==> src/rtl/tiny_fpga_pkg.sv <==
// Shared types and constants for the tiny FPGA configuration path.
package tiny_fpga_pkg;

  // Loader FSM state. The encoding is 3 bits wide, so the unused codes 5..7 exist
  // and must fall back to IDLE.
  typedef enum logic [2:0] {
    ST_IDLE  = 3'd0,
    ST_ARM   = 3'd1,
    ST_SHIFT = 3'd2,
    ST_DRAIN = 3'd3,
    ST_DONE  = 3'd4
  } t_loader_state;

  // Default geometry of the 2x2 fabric.
  localparam int DEF_CLB_COUNT     = 4;
  localparam int DEF_WORDS_PER_CLB = 3;
  localparam int TOTAL_WORDS       = DEF_CLB_COUNT * DEF_WORDS_PER_CLB;

  // Width of a counter that runs 0..limit-1. The result is never below 1 bit.
  function automatic int clog2_min1(input int limit);
    return (limit <= 2) ? 1 : $clog2(limit);
  endfunction

endpackage

==> src/rtl/cfg_bitstream_loader_axis_fifo.sv <==
// Small synchronous FIFO that holds {tlast, tdata} between AXI-stream stages.
// A push and a pop in the same cycle are both honoured, even when the FIFO is full.
module axis_fifo #(
  parameter int DEPTH = 2,
  parameter int WIDTH = 9
) (
  input  logic             clk,
  input  logic             rst_n,
  input  logic             i_push,
  input  logic [WIDTH-1:0] i_push_data,
  output logic             o_full,
  input  logic             i_pop,
  output logic [WIDTH-1:0] o_pop_data,
  output logic             o_empty
);

  localparam int AW = (DEPTH <= 2) ? 1 : $clog2(DEPTH);

  logic [WIDTH-1:0] r_mem [DEPTH];
  logic [AW:0]      r_wr_ptr;
  logic [AW:0]      r_rd_ptr;
  logic             w_do_push;
  logic             w_do_pop;

  // The pointers carry one extra wrap bit, which separates the full case from the empty case.
  assign o_empty    = (r_wr_ptr == r_rd_ptr);
  assign o_full     = (r_wr_ptr[AW] != r_rd_ptr[AW]) &&
                      (r_wr_ptr[AW-1:0] == r_rd_ptr[AW-1:0]);
  assign w_do_pop   = i_pop && !o_empty;
  assign w_do_push  = i_push && (!o_full || w_do_pop);
  assign o_pop_data = r_mem[r_rd_ptr[AW-1:0]];

  // Pointer update. Reset empties the FIFO and discards any stored words.
  always_ff @(posedge clk) begin
    if (!rst_n) begin
      r_wr_ptr <= '0;
      r_rd_ptr <= '0;
    end else begin
      if (w_do_push) r_wr_ptr <= r_wr_ptr + 1'b1;
      if (w_do_pop)  r_rd_ptr <= r_rd_ptr + 1'b1;
    end
  end

  // Storage write. The stored data has no reset, because the pointers decide what is valid.
  always_ff @(posedge clk) begin
    if (w_do_push) r_mem[r_wr_ptr[AW-1:0]] <= i_push_data;
  end

endmodule

==> src/rtl/cfg_bitstream_loader.sv <==
// Deserialises an asynchronous pin-level bitstream into framed AXI-stream words
// for the fabric configuration port. It also issues the one-cycle cfg request.
module cfg_bitstream_loader
  import tiny_fpga_pkg::*;
#(
  parameter int BITSTREAM_DATA_WIDTH = 8,
  parameter int CLB_COUNT            = DEF_CLB_COUNT,
  parameter int WORDS_PER_CLB        = DEF_WORDS_PER_CLB,
  parameter int SYNC_STAGES          = 2,
  parameter int FIFO_DEPTH           = 2
) (
  input  logic                            clk,
  input  logic                            rst_n,
  input  logic                            i_load_start,
  input  logic                            i_ser_clk,
  input  logic                            i_ser_data,
  output logic                            o_cfg,
  output logic                            o_tvalid,
  input  logic                            i_tready,
  output logic [BITSTREAM_DATA_WIDTH-1:0] o_tdata,
  output logic                            o_tlast,
  output logic                            o_busy,
  output logic                            o_done,
  output logic                            o_error
);

  localparam int W  = BITSTREAM_DATA_WIDTH;
  localparam int BW = clog2_min1(W);
  localparam int WW = clog2_min1(WORDS_PER_CLB);
  localparam int FW = clog2_min1(CLB_COUNT);

  t_loader_state          r_state;
  t_loader_state          w_next;
  logic [SYNC_STAGES-1:0] r_sclk_sync;
  logic [SYNC_STAGES-1:0] r_sdat_sync;
  logic                   r_sclk_d;
  logic [W-2:0]           r_shreg;
  logic [BW-1:0]          r_bit_cnt;
  logic [WW-1:0]          r_word_cnt;
  logic [FW-1:0]          r_frame_cnt;
  logic                   r_error;
  logic                   w_edge;
  logic                   w_bit;
  logic                   w_word_done;
  logic                   w_word_last;
  logic                   w_last_word;
  logic                   w_push;
  logic [W:0]             w_push_data;
  logic                   w_full;
  logic                   w_empty;
  logic                   w_pop;
  logic [W:0]             w_pop_data;

  // Both serial inputs pass through the same number of flops, so each sampled bit
  // stays aligned with the clock edge that qualifies it.
  always_ff @(posedge clk) begin
    if (!rst_n) begin
      r_sclk_sync <= '0;
      r_sdat_sync <= '0;
      r_sclk_d    <= 1'b0;
    end else begin
      r_sclk_sync <= {r_sclk_sync[SYNC_STAGES-2:0], i_ser_clk};
      r_sdat_sync <= {r_sdat_sync[SYNC_STAGES-2:0], i_ser_data};
      r_sclk_d    <= r_sclk_sync[SYNC_STAGES-1];
    end
  end

  assign w_edge      = r_sclk_sync[SYNC_STAGES-1] & ~r_sclk_d;
  assign w_bit       = r_sdat_sync[SYNC_STAGES-1];
  assign w_word_done = (r_state == ST_SHIFT) && w_edge && (r_bit_cnt == BW'(W - 1));
  assign w_word_last = (r_word_cnt == WW'(WORDS_PER_CLB - 1));
  assign w_last_word = w_word_last && (r_frame_cnt == FW'(CLB_COUNT - 1));
  assign w_push      = w_word_done;
  assign w_push_data = {w_word_last, r_shreg, w_bit};
  assign w_pop       = o_tvalid && i_tready;

  // The AXI-stream outputs come straight from the FIFO head. tdata reads 0 while nothing is valid.
  assign o_tvalid = !w_empty;
  assign o_tdata  = o_tvalid ? w_pop_data[W-1:0] : '0;
  assign o_tlast  = o_tvalid & w_pop_data[W];
  assign o_error  = r_error;

  axis_fifo #(
    .DEPTH (FIFO_DEPTH),
    .WIDTH (W + 1)
  ) u_fifo (
    .clk         (clk),
    .rst_n       (rst_n),
    .i_push      (w_push),
    .i_push_data (w_push_data),
    .o_full      (w_full),
    .i_pop       (w_pop),
    .o_pop_data  (w_pop_data),
    .o_empty     (w_empty)
  );

  // State register.
  always_ff @(posedge clk) begin
    if (!rst_n) r_state <= ST_IDLE;
    else        r_state <= w_next;
  end

  // Next-state and Moore outputs. load_start is honoured only in IDLE or DONE.
  always_comb begin
    w_next = r_state;
    o_cfg  = 1'b0;
    o_busy = 1'b0;
    o_done = 1'b0;
    case (r_state)
      ST_IDLE:  if (i_load_start) w_next = ST_ARM;
      ST_ARM: begin
        o_cfg  = 1'b1;
        o_busy = 1'b1;
        w_next = ST_SHIFT;
      end
      ST_SHIFT: begin
        o_busy = 1'b1;
        if (w_word_done && w_last_word) w_next = ST_DRAIN;
      end
      ST_DRAIN: begin
        o_busy = 1'b1;
        if (w_empty) w_next = ST_DONE;
      end
      ST_DONE: begin
        o_done = 1'b1;
        if (i_load_start) w_next = ST_ARM;
      end
      default:  w_next = ST_IDLE;
    endcase
  end

  // Shift register and framing counters. They clear on ARM and advance only on edges
  // detected in SHIFT. Dropped words still advance the counters, so framing keeps
  // following the serial stream.
  always_ff @(posedge clk) begin
    if (!rst_n || r_state == ST_ARM) begin
      r_shreg     <= '0;
      r_bit_cnt   <= '0;
      r_word_cnt  <= '0;
      r_frame_cnt <= '0;
    end else if (r_state == ST_SHIFT && w_edge) begin
      r_shreg <= {r_shreg[W-3:0], w_bit};
      if (r_bit_cnt == BW'(W - 1)) begin
        r_bit_cnt <= '0;
        if (w_word_last) begin
          r_word_cnt <= '0;
          if (!w_last_word) r_frame_cnt <= r_frame_cnt + FW'(1);
        end else begin
          r_word_cnt <= r_word_cnt + WW'(1);
        end
      end else begin
        r_bit_cnt <= r_bit_cnt + BW'(1);
      end
    end
  end

  // Sticky overflow flag. It is set when a word is pushed into a full FIFO that is not
  // popping in the same cycle, and it clears when a new load is armed.
  always_ff @(posedge clk) begin
    if (!rst_n || r_state == ST_ARM) r_error <= 1'b0;
    else if (w_push && w_full && !w_pop) r_error <= 1'b1;
  end

endmodule

==> config.mk <==
export PLATFORM = sky130hd
export DESIGN_NAME = cfg_bitstream_loader
export DESIGN_NICKNAME = d
export VERILOG_FILES = /design/src/rtl/tiny_fpga_pkg.sv /design/src/rtl/cfg_bitstream_loader_axis_fifo.sv /design/src/rtl/cfg_bitstream_loader.sv
export SDC_FILE = /design/constraint.sdc
export NUM_CORES = 1
export LEC_CHECK = 0
export CELL_PAD_IN_SITES_DETAIL_PLACEMENT = 0
export CELL_PAD_IN_SITES_GLOBAL_PLACEMENT = 2
export CORE_MARGIN = 10
export CORE_UTILIZATION = 35
export DETAILED_ROUTE_END_ITERATION = 7
export PLACE_DENSITY = 0.72
export RECOVER_POWER = 50
export SLEW_MARGIN = 10
export SYNTH_ARGS = -nofsm -noshare
export SYNTH_HDL_FRONTEND = slang
export SYNTH_SLANG_ARGS = --single-unit
==> constraint.sdc <==
create_clock -name clk -period 2.3 [get_ports clk]
set_input_delay 0.23 -clock clk [delete_from_list [all_inputs] [get_ports clk]]
set_output_delay 0.23 -clock clk [all_outputs]
set_load 0.02 [all_outputs]
==> results.toml <==
[detailed_routing]
dr_wl_met3_um = 139
drtAntennaViolNets = 0
routedLengthMet1_um = 1580
routed_via_density = 4.70
vias = 1227
wl_per_cell_um = 13.0
dr.max_layer_used = "met4"
detail_route.first_pass.iterations = 4
drt_drc_violations_left = 0
wirelength_um = 3390
drtIter0Drc = 32
met2_length_um = 1600

[clocking]
clk_latency_ps = 290
clk_path_buf_depth = 2
root_buffer = "clkbuf_8"
cts_setup_buffers = 0
cts_sinks = 46
cts_tree = "yes"
htree_levels = 2
clkSlewWorstSetupHoldPaths_ps = 80
cts_buffers = 5
hold_buffers = 0

[timing]
clock_skew_ps = 2.94
hold-worst-slack_ps = 435
setup_tns_ps = 0
finalHoldViolations = 0
setup_slack_ps = 150
fmax_ghz = 0.465
tightestPinTransition_ps = 872
slew_violations = 0
setup_violations = 0
min_period_over_period_pct = 93.5
slew_headroom_pct = 41.3
grt_setup_unrepaired = "false"
period_minus_slack_ps = 2150

[cells_and_area]
fillers = 491
area_growth_pct = 21.2
drive_gt1_share_pct = 9.95
final_nets = 199
diodes = 0

[worst_hold_path]
worst_hold_path_type = "register to register"

[power]
sequentialPowerShare_pct = 62.4
comb_power_share_pct = 4.5
power.leakage_nw = 0.760
finalPower_w = 0.00137
peakVddDrop_mv = 0.201
p_switching_w = 0.000285
p_clk_share_pct = 33.1
power_density_mw_per_mm2 = 619
cell_internal_pwr_w = 0.00108
netSwitchingFraction_pct = 20.8

[synthesis]
yosys_warnings = 0
syn_avg_cell_area_sq_um = 11.1
ys_ff_latch = 46
ys_seq_area_share_pct = 60.4
netlist_area_sq_mm = 0.00182
syn_nets = 173
syn_inst = 164
synth_cell_type_count = 32

[worst_setup_path]
worst-path-buf-inv = 2
crit_path_max_fanout = 12
slowest_stage = "clkdlybuf4s50_1"
path_delay_family = "buffers and inverters"
reg2reg_depth = 5
critPathMostFrequentCell = "nor2_1"
r2r-start = "r_state[1]$_SDFFE_PN0P_"
endpoint = "o_tdata[5]"
crit_type = "register to output pin"
cp.arrival_ps = 1920
cp_data_required_time_ps = 2070
crit_chain = "xor2_2 > nor2_1 > buf_4 > nor2_1 > clkdlybuf4s50_1"
slowest_delay_ps = 610
worstSetupStartpoint = "u_fifo.r_wr_ptr[0]$_SDFFE_PN0P_"
cp-end-kind = "output pin"
r2r-end = "r_bit_cnt[0]$_SDFFE_PP0P_"
r2r_setup_slack_ps = 240
crit_cells = 5
cp-start-kind = "register"

[die]
floorplan.initialDensity_pct = 35.9
core_sq_mm = 0.00507
num_rows = 26
fp.dieH_um = 92.2
die_x_um = 92.2
die-area_sq_mm = 0.00850
ios = 20

[place]
gp_congestion = 0.753
hpwl_um = 2550
port-buffer-count = 19
dpl_worst_slack_ps = 385

[run]
drv_cap = 0

[status]
status = "complete, no violations"

[global_route]
antenna_found_initial = 0
grt-ovfl-total = 0
grt_pass1_wl_um = 5840
grt_max_degree = 15
grt_pass1_vias = 1229
grt_usage_pct = 8.59
## synth_stat cells, drive strengths merged
master  instances  share of area (%)
clkbuf          5                1.0
nor4b           1                1.3
nor2b           2               0.69
a31oi           1               0.34
a32oi           1               0.48
nor4            1               0.34
edfxtp         18                 30
nand3          12                3.3
dfxtp          28                 31
ha              3                2.1
mux2i          11                6.0
nor2           21                4.3
xor2            4                1.9
and4bb          1               0.69
or3             1               0.34
nand2b          3                1.0
o21a            2               0.82
inv             2               0.41
a21oi          15                4.1
o211ai          1               0.41
o21ai           2               0.55
and2            6                2.1
xnor2           1               0.48
buf             2               0.82
nor3            1               0.55
nand2          15                3.2
nand3b          1               0.41
nor3b           2                1.4
or4b            1               0.55
## cell families (layout without fill, tap and decap cells)
| logic type | after synthesis | in the layout | synth area share (%) |
|---|---|---|---|
| compound gates | 22 | 22 | 6.72 |
| xor+xnor | 5 | 5 | 2.40 |
| fa+ha+maj | 3 | 3 | 2.06 |
| buf+inv | 9 | 36 | 2.26 |
| flops | 46 | 46 | 60.4 |
| mux | 11 | 11 | 6.04 |
| simple gates | 68 | 68 | 20.2 |
## flip-flops by register name (all words and copies together), names as in the netlist, named ones only
name	cells
o_error	1
r_bit_cnt	3
r_frame_cnt	2
r_sclk_d	1
r_sclk_sync	2
r_sdat_sync	2
r_shreg	7
r_state	3
r_word_cnt	2
u_fifo.r_mem	18
u_fifo.r_rd_ptr	2
u_fifo.r_wr_ptr	2
## power by group through the flow
stage	Combinational, W	Clock [W]	Sequential (W)
6_report	0.0000615	0.000453	0.000854
2_1_floorplan	0.0000371	0	0.000871
3_5_place_dp	0.0000649	0	0.000873
5_1_grt	0.0000686	0.000516	0.000855
4_1_cts	0.0000650	0.000479	0.000854
3_3_place_gp	0.0000644	0	0.000873
## layout make-up
type / instances / area, sq um / share of cell area (%)
multi-input cells: 109 / 694 / 31.4
clock buffers: 6 / 72.6 / 3.28
clock inverters: 2 / 10.0 / 0.453
well taps: 70 / 87.6 / 3.96
inverters: 2 / 7.51 / 0.340
flip-flops and latches: 46 / 1100 / 49.8
repair buffers: 26 / 238 / 10.8
## through the flow
stage	cell area, sq um	util, %	instances
3_3_place_gp	2120	41.8	253
6_report	2210	43.6	261
2_1_floorplan	1820	-	164
3_5_place_dp	2120	41.8	253
5_1_grt	2210	43.6	261
4_1_cts	2200	43.4	261
## worst min-delay path by stage
stage / startpoint / endpoint / slack (ps) / depth (start not counted)
floorplan: i_ser_clk / r_sclk_sync[0]$_SDFF_PN0_ / 360 / 1
finish: r_sclk_sync[0]$_SDFF_PN0_ / r_sclk_sync[1]$_SDFF_PN0_ / 430 / 1
detailed placement: r_sclk_sync[0]$_SDFF_PN0_ / r_sclk_sync[1]$_SDFF_PN0_ / 420 / 1
CTS: r_sclk_sync[0]$_SDFF_PN0_ / r_sclk_sync[1]$_SDFF_PN0_ / 440 / 1
global placement: r_sclk_sync[0]$_SDFF_PN0_ / r_sclk_sync[1]$_SDFF_PN0_ / 420 / 1
global route: r_sclk_sync[0]$_SDFF_PN0_ / r_sclk_sync[1]$_SDFF_PN0_ / 450 / 1
## worst reg2reg max path, delay by kind of cell, from the launching register on
family / cells / cell delay, ps
DFF: 1 / 470
buffers and inverters: 1 / 410
and+or+nand+nor: 3 / 990
AOI/OAI and AO/OA: 1 / 120
## what timing repair did
| item | 4_1_cts | 5_1_grt |
|---|---|---|
| hold endpoints to repair | 0 | 0 |
| resized for setup | 0 | 3 |
| endpoints found under the setup margin | 0 | 10 |
## placed cells by master (no fill, tap or decap), types with 2 or more instances in the layout
master	synthesis	routed
xor2_2	0	2
mux2i_1	11	11
clkbuf_1	5	3
dfxtp_1	28	28
inv_1	2	2
nor3b_2	2	2
buf_4	0	5
ha_1	3	3
nor2b_1	2	2
and2_0	0	3
xor2_1	4	2
edfxtp_1	18	18
dlygate4sd3_1	0	2
and2_1	6	3
clkinv_2	0	2
clkbuf_8	0	5
nand2b_1	3	3
nand2_1	14	15
nand3_1	12	12
a21oi_1	15	15
o21a_1	2	2
nor2_1	21	21
o21ai_0	1	2
clkdlybuf4s50_1	0	16
## routing by layer
layer | vias up | GRT usage [%]
li1 | 620 | -
met1 | 581 | 10.1
met2 | 19 | 13.4
met3 | 7 | 3.26
met4 | 0 | 4.37
met5 | - | 0
Power figures use the tool's default switching activity.
